## config.mk

```make
export PLATFORM = sky130hd
export DESIGN_NAME = pipe_hazard_scoreboard
export DESIGN_NICKNAME = d
export VERILOG_FILES = /design/src/rtl/pipe_pkg.sv /design/src/rtl/sb_src_lookup.sv /design/src/rtl/pipe_hazard_scoreboard.sv
export SDC_FILE = /design/constraint.sdc
export NUM_CORES = 1
export LEC_CHECK = 0
export BUFFER_PORTS_ARGS = -buffer_cell sky130_fd_sc_hd__buf_4
export CAP_MARGIN = 20
export CORE_MARGIN = 2
export CORE_UTILIZATION = 50
export CTS_CLUSTER_DIAMETER = 40
export CTS_CLUSTER_SIZE = 28
export DETAILED_ROUTE_END_ITERATION = 12
export PLACE_DENSITY = 0.88
export SETUP_SLACK_MARGIN = 0.15
export SYNTH_ARGS = -nofsm -noshare
export SYNTH_HDL_FRONTEND = slang
export SYNTH_SLANG_ARGS = --single-unit
```

## constraint.sdc

```tcl
create_clock -name clk -period 9.4 [get_ports clk]
set_input_delay 1.88 -clock clk [delete_from_list [all_inputs] [get_ports clk]]
set_output_delay 1.88 -clock clk [all_outputs]
set_load 0.01 [all_outputs]
```

## src/rtl/pipe_pkg.sv

```systemverilog
// rtl/pipe_pkg.sv - shared types and constants for the pipeline hazard scoreboard
package pipe_pkg;

    localparam int REG_AW          = 5;
    localparam int LAT_W           = 2;
    localparam int FWD_SEL_REGFILE = 0;
    localparam int LAT_ALU         = 1;
    localparam int LAT_LOAD        = 2;

    typedef struct packed {
        logic              v;
        logic [REG_AW-1:0] rd;
        logic [LAT_W-1:0]  lat;
    } sb_entry_t;

endpackage

```

## src/rtl/sb_src_lookup.sv

```systemverilog
// rtl/sb_src_lookup.sv - youngest-writer lookup for one source operand: hazard flag and bypass select
module sb_src_lookup
    import pipe_pkg::*;
#(
    parameter int FWD_STAGES = 2,
    parameter int FWD_SEL_W  = $clog2(FWD_STAGES + 1)
) (
    input  sb_entry_t [FWD_STAGES-1:0] i_hist,
    input  logic [REG_AW-1:0]          i_rs,
    input  logic                       i_use,
    output logic                       o_hazard,
    output logic [FWD_SEL_W-1:0]       o_fwd_sel
);

    logic w_found;
    logic w_hit;
    logic w_haz;
    int   w_age;
    int   w_lat;

    // Scan oldest to youngest so the youngest match overwrites and shadows older ones.
    always_comb begin
        w_found = 1'b0;
        w_age   = 0;
        w_lat   = 0;
        for (int k = FWD_STAGES - 1; k >= 0; k--) begin
            if (i_hist[k].v && (i_hist[k].rd == i_rs)) begin
                w_found = 1'b1;
                w_age   = k + 1;
                w_lat   = int'(i_hist[k].lat);
            end
        end
        w_hit = w_found && i_use && (i_rs != '0);
        w_haz = w_hit && (w_age < w_lat);
    end

    assign o_hazard  = w_haz;
    assign o_fwd_sel = (w_hit && !w_haz) ? FWD_SEL_W'(w_age) : FWD_SEL_W'(FWD_SEL_REGFILE);

endmodule

```

## src/rtl/pipe_hazard_scoreboard.sv

```systemverilog
// rtl/pipe_hazard_scoreboard.sv - in-flight writer history, ID stall, EX bypass selects, redirect flush; SB_PERF_EN adds counters
module pipe_hazard_scoreboard
    import pipe_pkg::*;
#(
    parameter int FWD_STAGES  = 2,
    parameter int FLUSH_DEPTH = 1,
    parameter int CNT_W       = 32,
    localparam int FWD_SEL_W  = $clog2(FWD_STAGES + 1)
) (
    input  logic                 clk,
    input  logic                 reset,
    input  logic                 issue_valid,
    input  logic [REG_AW-1:0]    issue_rd,
    input  logic                 issue_regwr,
    input  logic [LAT_W-1:0]     issue_lat,
    input  logic [REG_AW-1:0]    rs1,
    input  logic [REG_AW-1:0]    rs2,
    input  logic                 use_rs1,
    input  logic                 use_rs2,
    input  logic                 redirect,
    output logic                 stall,
    output logic                 flush,
    output logic [FWD_SEL_W-1:0] fwd_a,
    output logic [FWD_SEL_W-1:0] fwd_b
`ifdef SB_PERF_EN
    ,
    output logic [CNT_W-1:0]     stall_cnt,
    output logic [CNT_W-1:0]     flush_cnt
`endif
);

    sb_entry_t [FWD_STAGES-1:0] r_hist;
    sb_entry_t [FWD_STAGES-1:0] w_hist_nxt;
    logic                       w_haz_a;
    logic                       w_haz_b;
    logic                       w_stall;
    logic                       w_accept;
    logic [LAT_W-1:0]           w_lat_eff;

    sb_src_lookup #(.FWD_STAGES(FWD_STAGES), .FWD_SEL_W(FWD_SEL_W)) u_lookup_a (
        .i_hist    (r_hist),
        .i_rs      (rs1),
        .i_use     (use_rs1),
        .o_hazard  (w_haz_a),
        .o_fwd_sel (fwd_a)
    );

    sb_src_lookup #(.FWD_STAGES(FWD_STAGES), .FWD_SEL_W(FWD_SEL_W)) u_lookup_b (
        .i_hist    (r_hist),
        .i_rs      (rs2),
        .i_use     (use_rs2),
        .o_hazard  (w_haz_b),
        .o_fwd_sel (fwd_b)
    );

    // A latency of 0 still needs one stage; anything beyond the history depth saturates.
    always_comb begin
        w_lat_eff = issue_lat;
        if (issue_lat == '0) begin
            w_lat_eff = LAT_W'(1);
        end else if (int'(issue_lat) > FWD_STAGES) begin
            w_lat_eff = LAT_W'(FWD_STAGES);
        end
    end

    assign w_stall  = issue_valid && (w_haz_a || w_haz_b) && !redirect;
    assign w_accept = issue_valid && !w_stall && !redirect && issue_regwr && (issue_rd != '0);
    assign stall    = w_stall;
    assign flush    = redirect;

    always_comb begin
        w_hist_nxt = '0;
        if (w_accept) begin
            w_hist_nxt[0] = '{v: 1'b1, rd: issue_rd, lat: w_lat_eff};
        end
        for (int k = 1; k < FWD_STAGES; k++) begin
            w_hist_nxt[k] = r_hist[k-1];
        end
        // Wrong-path writers younger than the branch are squashed after the shift.
        if (redirect) begin
            for (int k = 0; k < FWD_STAGES; k++) begin
                if (k < FLUSH_DEPTH) begin
                    w_hist_nxt[k].v = 1'b0;
                end
            end
        end
    end

    always_ff @(posedge clk) begin
        if (reset) begin
            r_hist <= '0;
        end else begin
            r_hist <= w_hist_nxt;
        end
    end

`ifdef SB_PERF_EN
    logic [CNT_W-1:0] r_stall_cnt;
    logic [CNT_W-1:0] r_flush_cnt;

    always_ff @(posedge clk) begin
        if (reset) begin
            r_stall_cnt <= '0;
            r_flush_cnt <= '0;
        end else begin
            if (w_stall) begin
                r_stall_cnt <= r_stall_cnt + CNT_W'(1);
            end
            if (redirect) begin
                r_flush_cnt <= r_flush_cnt + CNT_W'(1);
            end
        end
    end

    assign stall_cnt = r_stall_cnt;
    assign flush_cnt = r_flush_cnt;
`endif

endmodule

```

==> impl_metrics.toml <==
[status]
status = "finished, final reports clean"

[placement]
dp.cells = 137
dp_hpwl_um = 1480
dpl_cell_area_um2 = 1090
globalplace.congestion = 0.759
port_buffers = 28

[worst_setup_path]
crit_path_start = "rs1[0]"
arrival_ps = 4150
r2r_end = "r_hist[5]$_SDFF_PP0_"
worstSetupPathType = "input port to output pin"
slowest_delay_ps = 390
cpMaxStageDelayCell = "o32a_4"
rr_worst_depth = 10
critPathMaxFanout = 6
ff2ff_setup_slack_ps = 6810
cp_cell_sequence = "buf_4 > xor2_1 > nor4_1 > nand3_1 > inv_1 > nor2_1 > a22oi_1 > ha_1 > mux2_4 > o32a_4 > inv_2 > buf_4"
timing.rr.start = "r_hist[6]$_SDFF_PP0_"
cp-end-kind = "output pin"
cp_common_cell = "buf_4"
cp_data_required_time_ps = 7520
worstSetupStartpointType = "input port"
worstSetupEndpoint = "stall"

[power]
powerDensity_nw_per_um2 = 115
p_leak_nw = 0.546
power_mw = 0.129
peakVddDrop_v = 0.000100

[route]
wl_um = 1690
firstDrtPassIters = 4
vias = 744
first_iter_violations = 15
avgViaCountPerCell = 5.28
ant_nets = 0
post_drt_wl_per_cell_um = 12.0
drcViolationCount = 0

[grt]
grt_first_pass_wirelength_um = 2860
grt-ovfl-total = 0
grt_max_degree = 10
track_usage = 0.193
grt_pass1_vias = 708
antenna_found_initial = 0

[cts]
postCtsSetupBuffers = 0
clock-sinks = 16
cts_max_level = 1
numCtsBuffers = 3
tritoncts = "yes"
clkLatencyLatePin_ps = 270
clkTransAtPathRegs_ps = 80
cts_hold_buf = 0
root_buffer = "clkbuf_4"
cts_resized = 0
clockBufferDepth = 2

[min_path]
hold_path_class = "flip-flop to flip-flop"

[sta]
worst_pin_slew_ps = 327
slew_violations = 0
timing.hold.ws_ps = 456
finalSetupTns_ps = 0
finalHoldViolCount = 0
clock_skew_ps = 1.13
period_share = 0.641
setup_viol = 0
fmax_ghz = 0.166
fin_crit_ps = 6030
maxSlewHeadroom = 0.780
rsz0062_at_grt = "false"

[synth]
ys_warn_count = 0
ys_ff_latch = 16
synth_area_per_cell_um2 = 9.27
syn_area_um2 = 862
yosys.cell_types.count = 24
seq_area_frac_synth = 0.372
synth_fp_nets = 119
synth_cells = 93

[finish]
layout-drive-gt1-share = 0.290
final_common_cell = "buf_4"
fin_cells = 141
nNetsFinal = 151
largest_registers = "r_hist x16"
design_area_um2 = 1120
regMostFlops = "r_hist"
final_cell_mix = "buf_4, xor2_1, dfxtp_1, nor2b_1, nor4_1"
largest_reg_flops = 16
fillers = 127
areaGrowthSynthToFinish_pct = 30.2
diodes = 0

[floorplanning]
ios = 30
start_util = 0.516
die_h_um = 45.5
die_w_um = 45.5
core-area_um2 = 1670
rows = 15
dieArea_um2 = 2070

[flow_run]
maxCapViolCount = 0
[metal layers]
layer	vias to the layer above	wire, µm	GRT usage
li1	388	-	-
met1	335	737	0.236
met2	19	870	0.341
met3	2	69	0.0238
met4	0	12	0.0706
met5	-	0	0
[how the worst min path moves through the flow]
| stage | start | endpoint | slack [ps] | depth (start not counted) |
|---|---|---|---|---|
| 2_1_floorplan | r_hist[0]$_SDFF_PP0_ | r_hist[8]$_SDFF_PP0_ | 410 | 1 |
| 3_3_place_gp | r_hist[0]$_SDFF_PP0_ | r_hist[8]$_SDFF_PP0_ | 420 | 1 |
| 3_5_place_dp | r_hist[0]$_SDFF_PP0_ | r_hist[8]$_SDFF_PP0_ | 430 | 1 |
| 4_1_cts | r_hist[0]$_SDFF_PP0_ | r_hist[8]$_SDFF_PP0_ | 460 | 1 |
| 5_1_grt | r_hist[0]$_SDFF_PP0_ | r_hist[8]$_SDFF_PP0_ | 480 | 1 |
| 6_report | r_hist[0]$_SDFF_PP0_ | r_hist[8]$_SDFF_PP0_ | 460 | 1 |
[area by class of cell]
| cell class | instances | area (µm²) | area share |
|---|---|---|---|
| clock buffers | 4 | 36.3 | 0.0323 |
| inverters | 5 | 18.8 | 0.0167 |
| multi-input cells | 71 | 515 | 0.459 |
| flip-flops and latches | 16 | 320 | 0.285 |
| well taps | 17 | 21.3 | 0.0190 |
| repair buffers | 28 | 210 | 0.187 |
[worst max-delay path: cells and delay by family]
kind | cells | cell delay, ps
buffers and inverters | 4 | 470
AND/OR/NAND/NOR | 3 | 540
AO/OA/AOI/OAI | 2 | 540
XOR/XNOR | 1 | 150
multiplexers | 1 | 280
adder cells (fa/ha/maj) | 1 | 280
[through the flow]
| stage | setup WS (ps) | util |
|---|---|---|
| floorplan | 3800 | - |
| global placement | 3430 | 0.650 |
| detailed placement | 3380 | 0.650 |
| CTS | 3380 | 0.672 |
| global route | 3070 | 0.672 |
| finish | 3370 | 0.672 |
[cells in the mapped netlist]
library cell,n,area share
nor4_1,6,0.044
xor2_1,16,0.16
a22oi_1,2,0.017
ha_1,2,0.029
and3_1,5,0.036
o21ai_0,1,0.0058
mux2_2,1,0.013
or4_1,3,0.026
and3b_1,1,0.010
nor2_1,5,0.022
o32a_4,1,0.026
inv_1,4,0.017
inv_2,1,0.0043
mux2_4,1,0.017
dfxtp_1,16,0.37
nand2_1,1,0.0043
buf_4,1,0.0087
a21oi_1,2,0.012
xnor2_1,4,0.041
nor3_1,4,0.023
nor2b_1,9,0.065
nand3b_1,1,0.0087
o21ai_1,2,0.012
nand3_1,4,0.023
[cells by family after synthesis]
group                    after synthesis  share of synthesized area
multiplexers                           2                     0.0305
AO/OA/AOI/OAI                          8                     0.0726
XOR/XNOR                              20                      0.203
AND/OR/NAND/NOR                       39                      0.263
flip-flops                            16                      0.372
buffers and inverters                  6                     0.0305
adder cells (fa/ha/maj)                2                     0.0290
[power breakdown]
part / leakage [nW] / internal, mW / total, mW / switching (mW)
registers: 0.129 / 0.0687 / 0.0695 / 0.000839
logic: 0.395 / 0.00997 / 0.0170 / 0.00700
clock network: 0.0210 / 0.0235 / 0.0422 / 0.0187
Power figures use the tool's default switching activity.
